$ cat src/rtl/pulse_stretcher_pkg.sv
// Shared definitions for the pulse stretcher: FSM encodings and the pulse
// timing counter width.
package pulse_stretcher_pkg;

    localparam int CNT_W = 8;

    localparam logic [1:0] ST_IDLE = 2'd0;
    localparam logic [1:0] ST_ON   = 2'd1;
    localparam logic [1:0] ST_GAP  = 2'd2;

    typedef enum logic [1:0] {
        IDLE = ST_IDLE,
        ON   = ST_ON,
        GAP  = ST_GAP
    } state_t;

endpackage

$ cat src/rtl/pulse_stretcher_sat_updown_cnt.sv
// Saturating up/down counter: holds at both ends, and flags an increment
// that is lost because the counter is already full.
module sat_updown_cnt #(
    parameter int W = 3
) (
    input  logic         CLK,
    input  logic         RST,
    input  logic         inc,
    input  logic         dec,
    output logic [W-1:0] q,
    output logic         sat_drop
);

    localparam logic [W-1:0] MAX = '1;

    assign sat_drop = inc && !dec && (q == MAX);

    always_ff @(posedge CLK or posedge RST) begin
        if (RST) begin
            q <= '0;
        end else if (inc && !dec && (q != MAX)) begin
            q <= q + W'(1);
        end else if (dec && !inc && (q != '0)) begin
            q <= q - W'(1);
        end
    end

endmodule

$ cat src/rtl/pulse_stretcher.sv
// Stretches single-cycle strobes into ON_LEN-cycle pulses separated by at least
// OFF_LEN low cycles, queueing overlapping strobes. Optional PULSE_STRETCHER_OVF_EN adds OVF.
module pulse_stretcher
    import pulse_stretcher_pkg::*;
#(
    parameter int ON_LEN  = 8,
    parameter int OFF_LEN = 4,
    parameter int PEND_W  = 3
) (
    input  logic              CLK,
    input  logic              RST,
    input  logic              I,
    output logic              O,
    output logic              BUSY,
    output logic [PEND_W-1:0] PEND
`ifdef PULSE_STRETCHER_OVF_EN
    ,
    output logic              OVF
`endif
);

    localparam logic [CNT_W-1:0] ON_RELOAD  = CNT_W'(ON_LEN - 1);
    localparam logic [CNT_W-1:0] OFF_RELOAD = CNT_W'(OFF_LEN - 1);

    // valid/ready note: I has no handshake; every sampled high cycle is one event.
    state_t           state_q, state_d;
    logic [CNT_W-1:0] cnt_q, cnt_d;
    logic             o_q;
    logic             inc, dec, sat_drop;

    always_comb begin
        state_d = state_q;
        cnt_d   = cnt_q;
        inc     = 1'b0;
        dec     = 1'b0;
        case (state_q)
            IDLE: begin
                if (I) begin
                    state_d = ON;
                    cnt_d   = ON_RELOAD;
                end
            end
            ON: begin
                inc = I;
                if (cnt_q != '0) begin
                    cnt_d = cnt_q - CNT_W'(1);
                end else begin
                    state_d = GAP;
                    cnt_d   = OFF_RELOAD;
                end
            end
            GAP: begin
                if (cnt_q != '0) begin
                    cnt_d = cnt_q - CNT_W'(1);
                    inc   = I;
                end else if ((PEND != '0) || I) begin
                    // A strobe on the restart cycle feeds the new pulse directly.
                    state_d = ON;
                    cnt_d   = ON_RELOAD;
                    dec     = !I;
                end else begin
                    state_d = IDLE;
                end
            end
            default: begin
                state_d = IDLE;
                cnt_d   = '0;
            end
        endcase
    end

    always_ff @(posedge CLK or posedge RST) begin
        if (RST) begin
            state_q <= IDLE;
            cnt_q   <= '0;
            o_q     <= 1'b0;
        end else begin
            state_q <= state_d;
            cnt_q   <= cnt_d;
            o_q     <= (state_d == ON);
        end
    end

    sat_updown_cnt #(.W(PEND_W)) u_pend (
        .CLK      (CLK),
        .RST      (RST),
        .inc      (inc),
        .dec      (dec),
        .q        (PEND),
        .sat_drop (sat_drop)
    );

    assign O    = o_q;
    assign BUSY = (state_q == ON) || (state_q == GAP);

`ifdef PULSE_STRETCHER_OVF_EN
    logic ovf_q;

    always_ff @(posedge CLK or posedge RST) begin
        if (RST) begin
            ovf_q <= 1'b0;
        end else if (sat_drop) begin
            ovf_q <= 1'b1;
        end
    end

    assign OVF = ovf_q;
`else
    logic unused_sat_drop;
    assign unused_sat_drop = sat_drop;
`endif

endmodule

$ cat config.mk
export PLATFORM = sky130hd
export DESIGN_NAME = pulse_stretcher
export DESIGN_NICKNAME = d
export VERILOG_FILES = /design/src/rtl/pulse_stretcher_pkg.sv /design/src/rtl/pulse_stretcher_sat_updown_cnt.sv /design/src/rtl/pulse_stretcher.sv
export SDC_FILE = /design/constraint.sdc
export NUM_CORES = 1
export LEC_CHECK = 0
export CAP_MARGIN = 20
export CORE_UTILIZATION = 35
export CTS_BUF_LIST = sky130_fd_sc_hd__clkbuf_8 sky130_fd_sc_hd__clkbuf_16
export DETAILED_ROUTE_END_ITERATION = 7
export SETUP_SLACK_MARGIN = 0.15
export SLEW_MARGIN = 10
export SYNTH_ARGS = -nofsm -noshare
export SYNTH_HDL_FRONTEND = slang
export SYNTH_SLANG_ARGS = --single-unit
$ cat constraint.sdc
create_clock -name CLK -period 6.9 [get_ports CLK]
set_clock_uncertainty 0.15 [all_clocks]
set_input_delay 0.69 -clock CLK [delete_from_list [all_inputs] [get_ports CLK]]
set_output_delay 0.69 -clock CLK [all_outputs]
set_load 0.05 [all_outputs]
## Word level (Yosys, flattened, before mapping)

Cells that the tools add are included.

- Muxes and demuxes: 17
- Equal/unequal tests: 6
- Order comparisons: 0
- Shift-type cells: 0
- Multiply operators: 0
- Bitwise gates (word level): 0
- Divide/modulo/power cells: 0
- Reduce and logical (&&, ||, !) cells: 14
- $add $sub $neg: 3

Operators with widths:

| cell | number |
|---|---|
| $mux 8 | 4 |
| $pmux 8 s3 | 1 |
| $reduce_bool 8->1 | 1 |
| $sub 8x1->8 const B | 1 |
| $mux 2 | 3 |
| $mux 3 | 2 |
| $ne 3x3->1 const B | 2 |
| $pmux 2 s3 | 1 |
| $mux 1 | 5 |
| $eq 2x1->1 const B | 2 |
| $logic_and 1x1->1 | 4 |
| $add 3x1->3 const B | 1 |
| $logic_not 1->1 | 3 |
| $reduce_bool 3->1 | 1 |
| $sub 3x1->3 const B | 1 |
| $eq 2x2->1 const B | 1 |
| $logic_not 2->1 | 1 |
| $logic_or 1x1->1 | 2 |
| $ne 2x2->1 const B | 1 |
| $pmux 1 s2 | 1 |
| $reduce_and 2->1 | 1 |
| $reduce_bool 2->1 | 1 |

- Register bits: 14
- Bits of input ports: 3
- Latch bits: 0
- Memories kept: 0
- Output and inout bits: 5
- Word-level logic and storage cells: 44
- ROM bits: 0
- Bits in writable memories: 0

## Depth between registers and ports, before layout

Gate-level depths: netlist of the first run.

- Depth after elaboration: 9
- Gate-level depth with buffers: 8
- Gate-level depth less buffers: 8

## By module

A second synthesis of the first run with hierarchy kept.

- Cell total of the unflattened synthesis: 124
- Area, all modules: 1,077.3 um^2

Modules (own cells, without submodules):

| module | times used | cells an instance | area each (um^2) | seq. area each (um^2) |
|---|---|---|---|---|
| pulse_stretcher | 1 | 93 | 794.5 | 275.3 |
| sat_updown_cnt | 1 | 31 | 282.8 | 75.1 |

## Worst setup path after synthesis of the first run

Ideal clock, no wire load.

- Path type: flip-flop to flip-flop
- From: register state_q[0]
- To: register u_pend.q[2]
- Clock period less this slack: 2.600 ns
- Data required time: 6.624 ns
- Stages on the path, launching flop included: 8
- Path slack: 4.300 ns
- Buffers on the path: 0
- Arrival: 2.324 ns
- Setup time: 0.126 ns
- Cells stage by stage: dfrtp_1 inv_1 ha_1 and3_1 o21ai_0 fa_1 or3b_1 o311a_1

- Cells in the longest elaborated chain, start to end: 6
- Elaborated cells between the ends (all ways): 12
- Those cells by class: 2 x eq/ne; 3 x mux; 7 x reduce/logical

Ends and longest elaborated chain:

| item | line | text |
|---|---|---|
| start: declaration | pulse_stretcher.sv:26 | `state_t state_q, state_d;` |
| start signal: assignment | pulse_stretcher.sv:78 | `state_q <= state_d;` |
| $eq 2x2->1 / $eq 2x1->1 (equally long branches) | pulse_stretcher.sv:36 | `case (state_q)` |
| $pmux 1 s2 / $mux 1 (equally long branches) | pulse_stretcher.sv:36 |  |
| $logic_not 1->1 (on tied branches) | pulse_stretcher_sat_updown_cnt.sv:23, pulse_stretcher_sat_updown_cnt.sv:21 |  |
| $logic_and 1x1->1 (on tied branches) | -- |  |
| $logic_and 1x1->1 (on tied branches) | pulse_stretcher_sat_updown_cnt.sv:23, pulse_stretcher_sat_updown_cnt.sv:21 |  |
| $reduce_bool 2->1 (no source line) / $mux 3 (equally long branches) | -- |  |
| end signal: assignment | pulse_stretcher_sat_updown_cnt.sv:22 | `q <= q + W'(1);` |
| end signal: assignment | pulse_stretcher_sat_updown_cnt.sv:24 | `q <= q - W'(1);` |
| end: declaration | pulse_stretcher_sat_updown_cnt.sv:10 | `output logic [W-1:0] q,` |

Parallel ways exist; a longest one is shown, timed or not.
A chain may end at the register's enable or synchronous reset.

## Worst setup path after layout of the first run

- From: register state_q[0]
- To: output port BUSY

- Cells in the longest elaborated chain, start to end: 2
- Elaborated cells between the ends (all ways): 3
- Those cells by class: 2 x eq/ne; 1 x reduce/logical

Ends and longest elaborated chain:

| item | line | text |
|---|---|---|
| $eq 2x1->1 / $eq 2x2->1 (equally long branches) | pulse_stretcher.sv:94 | `assign BUSY = (state_q == ON) \|\| (state_q == GAP);` |
| $logic_or 1x1->1 * | pulse_stretcher.sv:94 |  |
| end: declaration | pulse_stretcher.sv:14 | `output logic BUSY,` |

Mark *: on every way between the ends. The rest lies on a longest branch, timed or not.

==> Flow_metrics.wiki, run 1 <==
{| class="wikitable"
! Metric !! Value
|-
| Status || completed
|-
| Combinational family with the most area after synthesis || compound AO/OA/AOI/OAI gates
|-
| Gate power share || roughly three fifths
|-
| Portion of the clock cycle consumed by the worst path in the final layout || slightly above 40%
|-
| Clock edge transition at the registers on the reported setup and hold paths || roughly 0.050 ns
|-
| Overall global routing resource usage || around 15%
|-
| Final Hold Viols || 0
|-
| Post-synthesis mux area share || 2.59%
|-
| Buffers from clock root to sink, at most || 2
|-
| Number of vias after detailed routing || ~870
|-
| Total wire length after detailed routing || between 2000 and 2500 µm
|-
| Netlist area before placement || 1010 µm²
|-
| Final antenna-violating net count || 0
|-
| DP Worst Slack || 4.00 ns
|-
| Sinks on Clock Net || 14
|-
| Final cell utilization of the core || 42.0%
|-
| Antenna violations before repair || 0
|-
| Compound-gate portion of the synthesized area || approximately 25%
|-
| Non-Filler Instances || 146
|-
| Final setup margin || between 4 and 5 ns
|-
| Worst hold slack || 0.377 ns
|-
| Most area-hungry cell type in the Yosys netlist || sky130_fd_sc_hd__dfrtp_1
|-
| Total power || roughly 0.56 mW
|-
| Maximum number of pins on one net before global-route repair || 15
|-
| Core Region || roughly 2800 µm²
|-
| Clock group share of total power || a little under an eighth
|-
| Setup CP Type || register to primary output
|-
| Initial Utilization || 36.8%
|-
| Die height || 55.8 µm
|-
| Area growth, synth to finish || 14.2%
|-
| Tightest Hold Check Type || register to register
|-
| Proportion of register bits with asynchronous set or reset after synthesis || 100%
|-
| Fraction of layout cells with a size suffix above 1 || between 10% and 20%
|-
| Net count after synthesis || approximately 120
|-
| Drt initial violations || 39
|-
| Most frequently used cell type in the post-synthesis netlist || sky130_fd_sc_hd__dfrtp_1
|-
| Total placed instance area || roughly 1100 µm²
|-
| Setup repair after global routing missed its margin || no
|-
| Remaining Overflow, GRT || 0
|-
| Worst reg-to-reg setup slack || 4.28 ns
|-
| Area of combinational cells with multiple inputs || 619 µm²
|-
| Pwr dens || 485 nW/µm²
|-
| Predominant post-synthesis flop cell || sky130_fd_sc_hd__dfrtp_1
|-
| Initial DRT Pass Iterations || 4
|-
| Net Sw Frac || between 40% and 50%
|-
| DR WL/cell || approximately 15 µm
|-
| Share of synthesized cell area in and, or, nand and nor gates || about 24%
|-
| DR DRC count || 0
|-
| Top-area cell type share of the netlist area || 34.6%
|-
| Count of pins on the block boundary || 8
|-
| Post-Synthesis Mean Instance Area || 9.47 µm²
|-
| Largest vdd supply drop || about 0.29 mV
|-
| Max_slew headroom || 62.7%
|-
| Number of max-slew violations in the final report || 0
|-
| Kind of start point of the critical path || register
|-
| Placement Rows || 19
|-
| Number of nets in the layout || approximately 130
|-
| Number of buffers inserted by port buffering || 7
|-
| Number of hold buffers added after CTS || 0
|-
| Count of fill cells added during filler insertion || 261
|-
| Area share of fa/ha/maj cells after synthesis || 8.15%
|-
| Maximum operating frequency || 0.360 GHz
|-
| Post-route design area || 1160 µm²
|-
| Routability-driven placement congestion ratio || 0.849
|-
| Placed cells || approximately 140
|-
| Proportion of power drawn by flip-flops and latches || between 20% and 30%
|-
| Setup Viol. Count Final || 0
|-
| Share of the synthesized netlist area taken by xor and xnor gates || less than 1%
|-
| Most numerous cell types in the synthesized netlist || sky130_fd_sc_hd__dfrtp_1 (14), sky130_fd_sc_hd__o21ai_0 (9), sky130_fd_sc_hd__inv_1 (8)
|-
| H-tree level count || 1
|-
| Chip Width || approximately 56 µm
|-
| Signal arrival time at the worst endpoint || a little under 2 ns
|-
| Clock network latency to the later pin of the worst-skew pair || around 0.24 ns
|-
| Clock root cell || sky130_fd_sc_hd__clkbuf_8
|-
| Number of antenna repair diodes || 0
|-
| Max Cap Violations || 0
|-
| Count of cell types in the netlist || 48
|-
| Seq cells post-synth || 14
|-
| TritonCTS clock tree || built
|-
| Cts repair resizes || 0
|-
| Area used by sequential logic in the layout || about 350 µm²
|-
| Sequential-to-total area share from yosys stat || between 30% and 40%
|-
| Internal Dissipation || around 0.29 mW
|-
| Avg Vias per Cell || between 5 and 6
|-
| Placed wire-length estimate after detailed placement || 1590 µm
|-
| Number of CTS-inserted buffers || 3
|-
| Maximum fanout count along the critical path || 6
|-
| Leakage power || approximately 0.50 nW
|-
| Area of the die || slightly above 3000 µm²
|-
| Post-CTS Setup Inserts || 0
|-
| Sum Neg Setup Slack || 0 ns
|-
| Switching component of the power || approximately 0.27 mW
|-
| Post-Syn Instances || roughly 110
|-
| Time the worst path needs with I/O delays and setup || between 2 and 3 ns
|-
| Required time at the endpoint of the critical path || roughly 6.1 ns
|-
| Via count of the first global-routing pass || approximately 790
|-
| Most area-consuming cells after synthesis || sky130_fd_sc_hd__dfrtp_1 (35%), sky130_fd_sc_hd__ha_1 (6.2%), sky130_fd_sc_hd__o21ai_0 (4.4%), sky130_fd_sc_hd__o211ai_1 (3.7%), sky130_fd_sc_hd__a21oi_1 (3.0%)
|-
| Kind of end point of the critical path || primary output
|-
| Global-route wire length before repair || about 3600 µm
|-
| EDFF count, synth || 0
|-
| Actual slew at the worst max-slew pin || ~0.56 ns
|-
| Number of warnings printed during yosys synthesis || 0
|}
kinds of logic after synthesis:
kind of cell	Yosys count
compound gates	36
flops	14
simple gates	37
xor+xnor	1
buf+inv	11
mux	2
fa+ha+maj	6
path summary, 6_finish.rpt:
check / startpoint / endpoint / cells past startpoint
worst max-delay path: state_q[0] / BUSY / 3
worst min-delay path: cnt_q[3] / cnt_q[3] / 1
worst max register to register: cnt_q[0] / u_pend.q[2] / 9
worst min register to register: cnt_q[3] / cnt_q[3] / 1
max in group asynchronous: RST / state_q[1] / 2
min in group asynchronous: RST / cnt_q[6] / 2
cell usage in the layout (no fill, tap or decap), types with 3 or more instances in the layout:
master	count
sky130_fd_sc_hd__a21oi_1	6
sky130_fd_sc_hd__clkbuf_8	3
sky130_fd_sc_hd__clkdlybuf4s50_1	7
sky130_fd_sc_hd__dfrtp_1	14
sky130_fd_sc_hd__ha_1	5
sky130_fd_sc_hd__inv_1	8
sky130_fd_sc_hd__nand4_1	4
sky130_fd_sc_hd__nor2_1	5
sky130_fd_sc_hd__nor3_1	4
sky130_fd_sc_hd__o211ai_1	5
sky130_fd_sc_hd__o21ai_0	9
sky130_fd_sc_hd__o31ai_1	3
critical path: stages, from the launching register on:
cell and delay, ns:
sky130_fd_sc_hd__dfrtp_1 0.43, sky130_fd_sc_hd__inv_1 0.09, sky130_fd_sc_hd__ha_1 0.35, sky130_fd_sc_hd__clkdlybuf4s50_1 0.82
power by group through the flow:
stage | sequential, mW | combinational (mW) | clock [mW]
2_1_floorplan | 0.186 | 0.226 | 0
3_3_place_gp | 0.155 | 0.337 | 0
3_5_place_dp | 0.156 | 0.340 | 0
4_1_cts | 0.156 | 0.340 | 0.0700
5_1_grt | 0.163 | 0.370 | 0.0722
6_report | 0.156 | 0.340 | 0.0657
final cells by class:
class                           count  share of cell area, %
Multi-Input combinational cell     82                   53.5
Sequential cell                    14                   30.3
Inverter                            8                   2.59
Tap cell                           31                   3.35
Clock buffer                        3                   3.57
Timing Repair Buffer                8                   6.70
metal layers:
| layer | global-route usage [%] | share of wire (%) | vias to the layer above |
|---|---|---|---|
| li1 | - | - | 434 |
| met3 | 4.42 | 4.4 | 4 |
| met4 | 8.01 | 2.1 | 0 |
| met1 | 19.7 | 48 | 408 |
| met5 | 0 | 0 | - |
| met2 | 23.1 | 46 | 20 |
flip-flops by register name, indices dropped and copies added, names as in the netlist:
| name | cells |
|---|---|
| state_q | 2 |
| u_pend.q | 3 |
| O | 1 |
| cnt_q | 8 |
(Power assumes the default switching activity.)
==> run 2: changes to the inputs <==
Clock period 6.9 ns to 2.3 ns, I/O delays scaled along.
==> Flow_metrics.wiki, run 2 (synthesized netlist as in run 1, its figures left out) <==
{| class="wikitable"
! Metric !! Value
|-
| Switching component of the power || 0.890 mW (was 0.270 mW)
|-
| Total wire length after detailed routing || 2420 µm (was 2140 µm)
|-
| Internal Dissipation || 1.02 mW (was 0.292 mW)
|-
| DR WL/cell || 15.2 µm (was 14.6 µm)
|-
| Max_slew headroom || 61.4% (was 62.7%)
|-
| Count of pins on the block boundary || 8 (unchanged)
|-
| Placement Rows || 19 (unchanged)
|-
| Remaining Overflow, GRT || 0 (unchanged)
|-
| Chip Width || 55.8 µm (unchanged)
|-
| Cell-by-cell trace of the critical path || inv_1 > ha_4 > nor3b_4 > a21oi_2 > o21ai_2 > fa_2 > or3b_1 > o311a_1 (was inv_1 > ha_1 > clkdlybuf4s50_1)
|-
| Sum Neg Setup Slack || 0 ns (unchanged)
|-
| Avg Vias per Cell || 5.79 (was 5.93)
|-
| Total placed instance area || 1210 µm² (was 1120 µm²)
|-
| Tightest Hold Check Type || primary input to async pin (was register to register)
|-
| Gate power share || 65.2% (was 60.6%)
|-
| Leading cell types in the layout, fill and taps excluded || sky130_fd_sc_hd__buf_4 (14), sky130_fd_sc_hd__dfrtp_1 (13), sky130_fd_sc_hd__o21ai_0 (8) (was sky130_fd_sc_hd__dfrtp_1 (14), sky130_fd_sc_hd__o21ai_0 (9), sky130_fd_sc_hd__inv_1 (8))
|-
| Number of nets in the layout || 138 (was 126)
|-
| Number of buffers inserted by port buffering || 7 (unchanged)
|-
| Final Hold Viols || 0 (unchanged)
|-
| TritonCTS clock tree || built (unchanged)
|-
| Buf+Inv Stages, Crit Path || 1 (was 2)
|-
| Top Family by Delay on Critical Path || adder cells (was buffers and inverters)
|-
| Maximum fanout count along the critical path || 4 (was 6)
|-
| Sinks on Clock Net || 14 (unchanged)
|-
| Proportion of power drawn by flip-flops and latches || 24.2% (was 27.7%)
|-
| Worst hold slack || 0.189 ns (was 0.377 ns)
|-
| Kind of end point of the critical path || register (was primary output)
|-
| Actual slew at the worst max-slew pin || 0.578 ns (was 0.559 ns)
|-
| Largest vdd supply drop || 0.823 mV (was 0.292 mV)
|-
| Portion of the clock cycle consumed by the worst path in the final layout || between 90% and 100%
|-
| H-tree level count || 1 (unchanged)
|-
| Clock network latency to the later pin of the worst-skew pair || 0.24 ns (about the same)
|-
| Number of hold buffers added after CTS || 0 (unchanged)
|-
| Signal arrival time at the worst endpoint || 2.13 ns (was 1.93 ns)
|-
| Final setup margin || 0.149 ns (was 4.13 ns)
|-
| Total power || 1.91 mW (was 0.561 mW)
|-
| Number of max-slew violations in the final report || 0 (unchanged)
|-
| Register with the highest flop count || cnt_q (unchanged)
|-
| Number of CTS-inserted buffers || 3 (unchanged)
|-
| Status || completed (unchanged)
|-
| Time the worst path needs with I/O delays and setup || between 2 and 2.5 ns
|-
| Number of antenna repair diodes || 0 (unchanged)
|-
| DR DRC count || 0 (unchanged)
|-
| Maximum operating frequency || approximately 0.46 GHz
|-
| Area of the die || 3110 µm² (unchanged)
|-
| Required time at the endpoint of the critical path || 2.28 ns (was 6.06 ns)
|-
| Via count of the first global-routing pass || 940 (was 786)
|-
| Kind of start point of the critical path || register (unchanged)
|-
| Final antenna-violating net count || 0 (unchanged)
|-
| Leakage power || 0.568 nW (was 0.502 nW)
|-
| Registers with the highest flip-flop counts || cnt_q (8), u_pend.q (3), state_q (2) (unchanged)
|-
| Overall global routing resource usage || 16.1% (was 15.2%)
|-
| Leading cell type in the layout, fill and taps excluded || sky130_fd_sc_hd__buf_4 (was sky130_fd_sc_hd__dfrtp_1)
|-
| Setup Viol. Count Final || 0 (unchanged)
|-
| Fraction of layout cells with a size suffix above 1 || 31.3% (was 12.2%)
|-
| Buffers from clock root to sink, at most || 2 (unchanged)
|-
| Placed wire-length estimate after detailed placement || 1780 µm (was 1590 µm)
|-
| Global-route wire length before repair || 3960 µm (was 3580 µm)
|-
| Core Region || 2760 µm² (unchanged)
|-
| Initial Utilization || 36.8% (unchanged)
|-
| Setup CP Type || register to register (was register to primary output)
|-
| Clock edge transition at the registers on the reported setup and hold paths || 0.06 ns (was 0.05 ns)
|-
| Pwr dens || 1460 nW/µm² (was 485 nW/µm²)
|-
| Net Sw Frac || 46.6% (was 48.0%)
|-
| Max Cap Violations || 0 (unchanged)
|-
| Placed cells || 152 (was 143)
|-
| Maximum number of pins on one net before global-route repair || 15 (unchanged)
|-
| Area growth, synth to finish || 29.1% (was 14.2%)
|-
| Routability-driven placement congestion ratio || 0.813 (was 0.849)
|-
| Antenna violations before repair || 0 (unchanged)
|-
| Clock root cell || sky130_fd_sc_hd__clkbuf_8 (unchanged)
|-
| Drt initial violations || 11 (was 39)
|-
| Initial DRT Pass Iterations || 4 (unchanged)
|-
| Biggest cell delay along the critical path || 0.39 ns (was 0.82 ns)
|-
| Flip-flop count of the largest register, all copies and words added || 8 (unchanged)
|-
| Number of vias after detailed routing || 920 (was 866)
|-
| Post-route design area || 1310 µm² (was 1160 µm²)
|-
| Slowest library cell on the worst path || sky130_fd_sc_hd__fa_2 (was sky130_fd_sc_hd__clkdlybuf4s50_1)
|-
| Final cell utilization of the core || 47.5% (was 42.0%)
|-
| Die height || 55.8 µm (unchanged)
|-
| Setup repair after global routing missed its margin || yes (was no)
|-
| Clock group share of total power || 10.7% (was 11.7%)
|-
| DP Worst Slack || 0.0979 ns (was 4.00 ns)
|-
| Non-Filler Instances || 159 (was 146)
|}
[run 2: changes by cell type in the layout (fill, tap and decap cells not counted), moves of 2 or more]
cell / delta
sky130_fd_sc_hd__inv_1: -3
sky130_fd_sc_hd__ha_1: -2
sky130_fd_sc_hd__ha_4: +2
sky130_fd_sc_hd__buf_4: +13
sky130_fd_sc_hd__inv_2: +4
[run 2: worst reg2reg max path, stage by stage (launching register included)]
cell                      delay, ns
sky130_fd_sc_hd__dfrtp_1       0.35
sky130_fd_sc_hd__inv_1         0.07
sky130_fd_sc_hd__ha_4          0.17
sky130_fd_sc_hd__nor3b_4       0.15
sky130_fd_sc_hd__a21oi_2       0.17
sky130_fd_sc_hd__o21ai_2       0.09
sky130_fd_sc_hd__fa_2          0.39
sky130_fd_sc_hd__or3b_1        0.39
sky130_fd_sc_hd__o311a_1       0.13
[run 2: layout make-up]
class,instances,area (µm²)
Clock buffer,3,41.3
Clock inverter,1,3.75
Fill cell,264,1450
Inverter,8,30.0
Multi-Input combinational cell,82,678
Sequential cell,14,352
Tap cell,31,38.8
Timing Repair Buffer,20,165
[run 2: power groups by stage]
stage	Combinational [mW]	Sequential (mW)	Clock (mW)
5_1_grt	1.34	0.479	0.223
3_5_place_dp	1.18	0.453	0
4_1_cts	1.21	0.454	0.213
3_3_place_gp	1.16	0.452	0
2_1_floorplan	0.741	0.560	0
6_report	1.24	0.461	0.203
[run 2: worst paths after layout]
kind	slack, ns	startpoint	to	cells after the start
setup / recovery	0.15	cnt_q[0]	u_pend.q[2]	8
hold / removal	0.19	RST	u_pend.q[1]	2
setup reg to reg	0.15	cnt_q[0]	u_pend.q[2]	8
hold reg to reg	0.39	u_pend.q[0]	u_pend.q[0]	1
max in group asynchronous	1.40	RST	u_pend.q[0]	2
min in group CLK	0.39	u_pend.q[0]	u_pend.q[0]	1
[run 2: repair_timing]
action,CTS,global route
pin swaps,5,3
endpoints found under the hold margin,0,0
setup buffers,2,1
resized for setup,4,5
endpoints found under the setup margin,3,3
[run 2: routing by layer]
layer  vias up  GRT usage [%]  routed length (µm)  share of wire [%]
li1        458              -                   -                  -
met1       448           19.2                1190                 49
met2        10           26.9                1150                 47
met3         4           3.72                  43                1.8
met4         0           8.71                  34                1.4
met5         -              0                   0                  0
==> run 3: changes to the inputs <==
Settings changed: MAX_ROUTING_LAYER from default to met4.
==> Flow_metrics.wiki, run 3 (synthesized netlist as in run 1, its figures left out) <==
{| class="wikitable"
! Metric !! Value
|-
| Registers with the highest flip-flop counts || cnt_q (8), u_pend.q (3), state_q (2) (unchanged)
|-
| Flip-flop count of the largest register, all copies and words added || 8 (unchanged)
|-
| Critical R2R Launch || cnt_q[0] (unchanged)
|-
| Net Sw Frac || 46.6% (about the same)
|-
| Maximum operating frequency || 0.465 GHz (about the same)
|-
| Die height || 55.8 µm (unchanged)
|-
| Highest routed layer || met4 (unchanged)
|-
| Maximum fanout count along the critical path || 4 (unchanged)
|-
| Final setup margin || 0.150 ns (was 0.149 ns)
|-
| End of the worst register-to-register path || u_pend.q[2] (unchanged)
|-
| Count of fill cells added during filler insertion || 264 (unchanged)
|-
| Max Cap Violations || 0 (unchanged)
|-
| Signal arrival time at the worst endpoint || 2.13 ns (about the same)
|-
| Setup Viol. Count Final || 0 (unchanged)
|-
| Total wire length after detailed routing || 2420 µm (unchanged)
|-
| Leading cell types in the layout, fill and taps excluded || sky130_fd_sc_hd__buf_4 (14), sky130_fd_sc_hd__dfrtp_1 (13), sky130_fd_sc_hd__o21ai_0 (8) (unchanged)
|-
| Cell-by-cell trace of the critical path || inv_1 > ha_4 > nor3b_4 > a21oi_2 > o21ai_2 > fa_2 > or3b_1 > o311a_1 (unchanged)
|-
| Max_slew headroom || 61.5% (was 61.4%)
|-
| Tightest Hold Check Type || primary input to async pin (unchanged)
|-
| Clock network latency to the later pin of the worst-skew pair || 0.24 ns (about the same)
|-
| Core Region || 2760 µm² (unchanged)
|-
| Number of nets in the layout || 138 (unchanged)
|-
| Gate power share || 65.2% (about the same)
|-
| Initial Utilization || 36.8% (unchanged)
|-
| Placed wire-length estimate after detailed placement || 1780 µm (unchanged)
|-
| Via count of the first global-routing pass || 940 (unchanged)
|-
| Final Hold Viols || 0 (unchanged)
|-
| Area of the die || 3110 µm² (unchanged)
|-
| Sum Neg Setup Slack || 0 ns (unchanged)
|-
| Kind of start point of the critical path || register (unchanged)
|-
| DR DRC count || 0 (unchanged)
|-
| Routed wire length on met3 || 38 µm (was 43 µm)
|-
| Placed cells || 152 (unchanged)
|-
| Avg Vias per Cell || 5.77 (was 5.79)
|-
| Non-Filler Instances || 159 (unchanged)
|-
| Status || completed (unchanged)
|-
| Worst reg-to-reg setup slack || 0.15 ns (about the same)
|-
| Met2 wirelength from detailed routing || 1150 µm (about the same)
|-
| Clock group share of total power || 10.7% (about the same)
|-
| TritonCTS clock tree || built (unchanged)
|-
| Clock root cell || sky130_fd_sc_hd__clkbuf_8 (unchanged)
|-
| Final antenna-violating net count || 0 (unchanged)
|-
| Slowest library cell on the worst path || sky130_fd_sc_hd__fa_2 (unchanged)
|-
| Leakage power || 0.568 nW (unchanged)
|-
| Number of buffers inserted by port buffering || 7 (unchanged)
|-
| Time the worst path needs with I/O delays and setup || 2.15 ns (about the same)
|-
| Total placed instance area || 1210 µm² (unchanged)
|-
| Clock edge transition at the registers on the reported setup and hold paths || 0.06 ns (about the same)
|-
| Remaining Overflow, GRT || 0 (unchanged)
|-
| Worst hold slack || 0.188 ns (was 0.189 ns)
|-
| Register with the highest flop count || cnt_q (unchanged)
|-
| Sinks on Clock Net || 14 (unchanged)
|-
| Number of vias after detailed routing || 917 (was 920)
|-
| Antenna violations before repair || 0 (unchanged)
|-
| Overall global routing resource usage || 16.6% (was 16.1%)
|-
| Buffers from clock root to sink, at most || 2 (unchanged)
|-
| Global-route wire length before repair || 3960 µm (unchanged)
|-
| Final cell utilization of the core || 47.5% (unchanged)
|-
| Initial DRT Pass Iterations || 4 (unchanged)
|-
| Setup repair after global routing missed its margin || yes (unchanged)
|-
| Largest vdd supply drop || 0.821 mV (was 0.823 mV)
|-
| Depth of the most critical reg-to-reg path || 8 (unchanged)
|-
| Top Family by Delay on Critical Path || adder cells (unchanged)
|-
| Kind of end point of the critical path || register (unchanged)
|-
| Required time at the endpoint of the critical path || 2.28 ns (about the same)
|-
| Area growth, synth to finish || 29.1% (unchanged)
|-
| Wire length on met1 || 1200 µm (was 1190 µm)
|-
| Internal Dissipation || 1.02 mW (about the same)
|-
| Leading cell type in the layout, fill and taps excluded || sky130_fd_sc_hd__buf_4 (unchanged)
|-
| Routability-driven placement congestion ratio || 0.826 (was 0.813)
|-
| Area used by sequential logic in the layout || 352 µm² (unchanged)
|-
| H-tree level count || 1 (unchanged)
|-
| Pwr dens || 1460 nW/µm² (about the same)
|-
| Count of pins on the block boundary || 8 (unchanged)
|-
| Post-route design area || 1310 µm² (unchanged)
|-
| Buf+Inv Stages, Crit Path || 1 (unchanged)
|-
| Setup CP Type || register to register (unchanged)
|-
| Area of combinational cells with multiple inputs || 678 µm² (unchanged)
|-
| Fraction of layout cells with a size suffix above 1 || 31.3% (unchanged)
|-
| Drt initial violations || 12 (was 11)
|-
| Biggest cell delay along the critical path || 0.39 ns (about the same)
|-
| Total power || 1.91 mW (about the same)
|-
| Number of CTS-inserted buffers || 3 (unchanged)
|-
| Maximum number of pins on one net before global-route repair || 15 (unchanged)
|-
| DP Worst Slack || 0.0979 ns (unchanged)
|-
| Portion of the clock cycle consumed by the worst path in the final layout || 93.5% (about the same)
|-
| Proportion of power drawn by flip-flops and latches || 24.2% (about the same)
|-
| Actual slew at the worst max-slew pin || 0.577 ns (was 0.578 ns)
|-
| Placement Rows || 19 (unchanged)
|-
| Number of max-slew violations in the final report || 0 (unchanged)
|-
| Chip Width || 55.8 µm (unchanged)
|-
| Switching component of the power || 0.888 mW (was 0.890 mW)
|-
| Number of antenna repair diodes || 0 (unchanged)
|-
| DR WL/cell || 15.2 µm (unchanged)
|}
-- run 3: cell counts in the layout (fill, tap and decap cells not counted) --
No cell type changed its count.
-- run 3: cell type report --
type	instances	share of cell area [%]
Clock buffer	3	3.15
Sequential cell	14	26.9
Timing Repair Buffer	20	12.6
Inverter	8	2.29
Tap cell	31	2.96
Multi-Input combinational cell	82	51.8
Clock inverter	1	0.287
-- run 3: timing repair --
action                                  CTS  global route
hold buffers                              0             0
setup buffers                             2             1
hold endpoints to repair                  0             0
pin swaps                                 5             3
resized for setup                         4             5
endpoints found under the setup margin    3             3
-- run 3: power groups by stage --
stage	Combinational [mW]	Clock, mW	Sequential (mW)
3_5_place_dp	1.18	0	0.453
2_1_floorplan	0.741	0	0.560
3_3_place_gp	1.16	0	0.452
6_report	1.24	0.203	0.460
5_1_grt	1.34	0.223	0.480
4_1_cts	1.21	0.213	0.454
-- run 3: worst max-delay path by stage --
stage | start | endpoint | slack, ns | depth (start not counted)
after floorplan | state_q[0] | u_pend.q[2] | 0.07 | 7
after global placement | cnt_q[0] | u_pend.q[2] | 0.12 | 8
after detailed placement | cnt_q[0] | u_pend.q[2] | 0.1 | 8
after CTS | cnt_q[1] | u_pend.q[2] | 0.10 | 8
after global routing | state_q[1] | u_pend.q[2] | 0.06 | 8
final | cnt_q[0] | u_pend.q[2] | 0.15 | 8
-- run 3: worst register-to-register path: cells and delay by family, from the launching register on --
| kind | cells | cell delay (ns) |
|---|---|---|
| simple gates | 2 | 0.54 |
| buf+inv | 1 | 0.07 |
| flops | 1 | 0.35 |
| compound gates | 3 | 0.38 |
| fa+ha+maj | 2 | 0.56 |
-- run 3: metal layers --
metal  vias to the layer above  global-route usage (%)
met3                         4                    3.72
met2                         8                    26.9
met5                         -                       -
li1                        457                       -
met4                         0                    8.71
met1                       448                    19.2
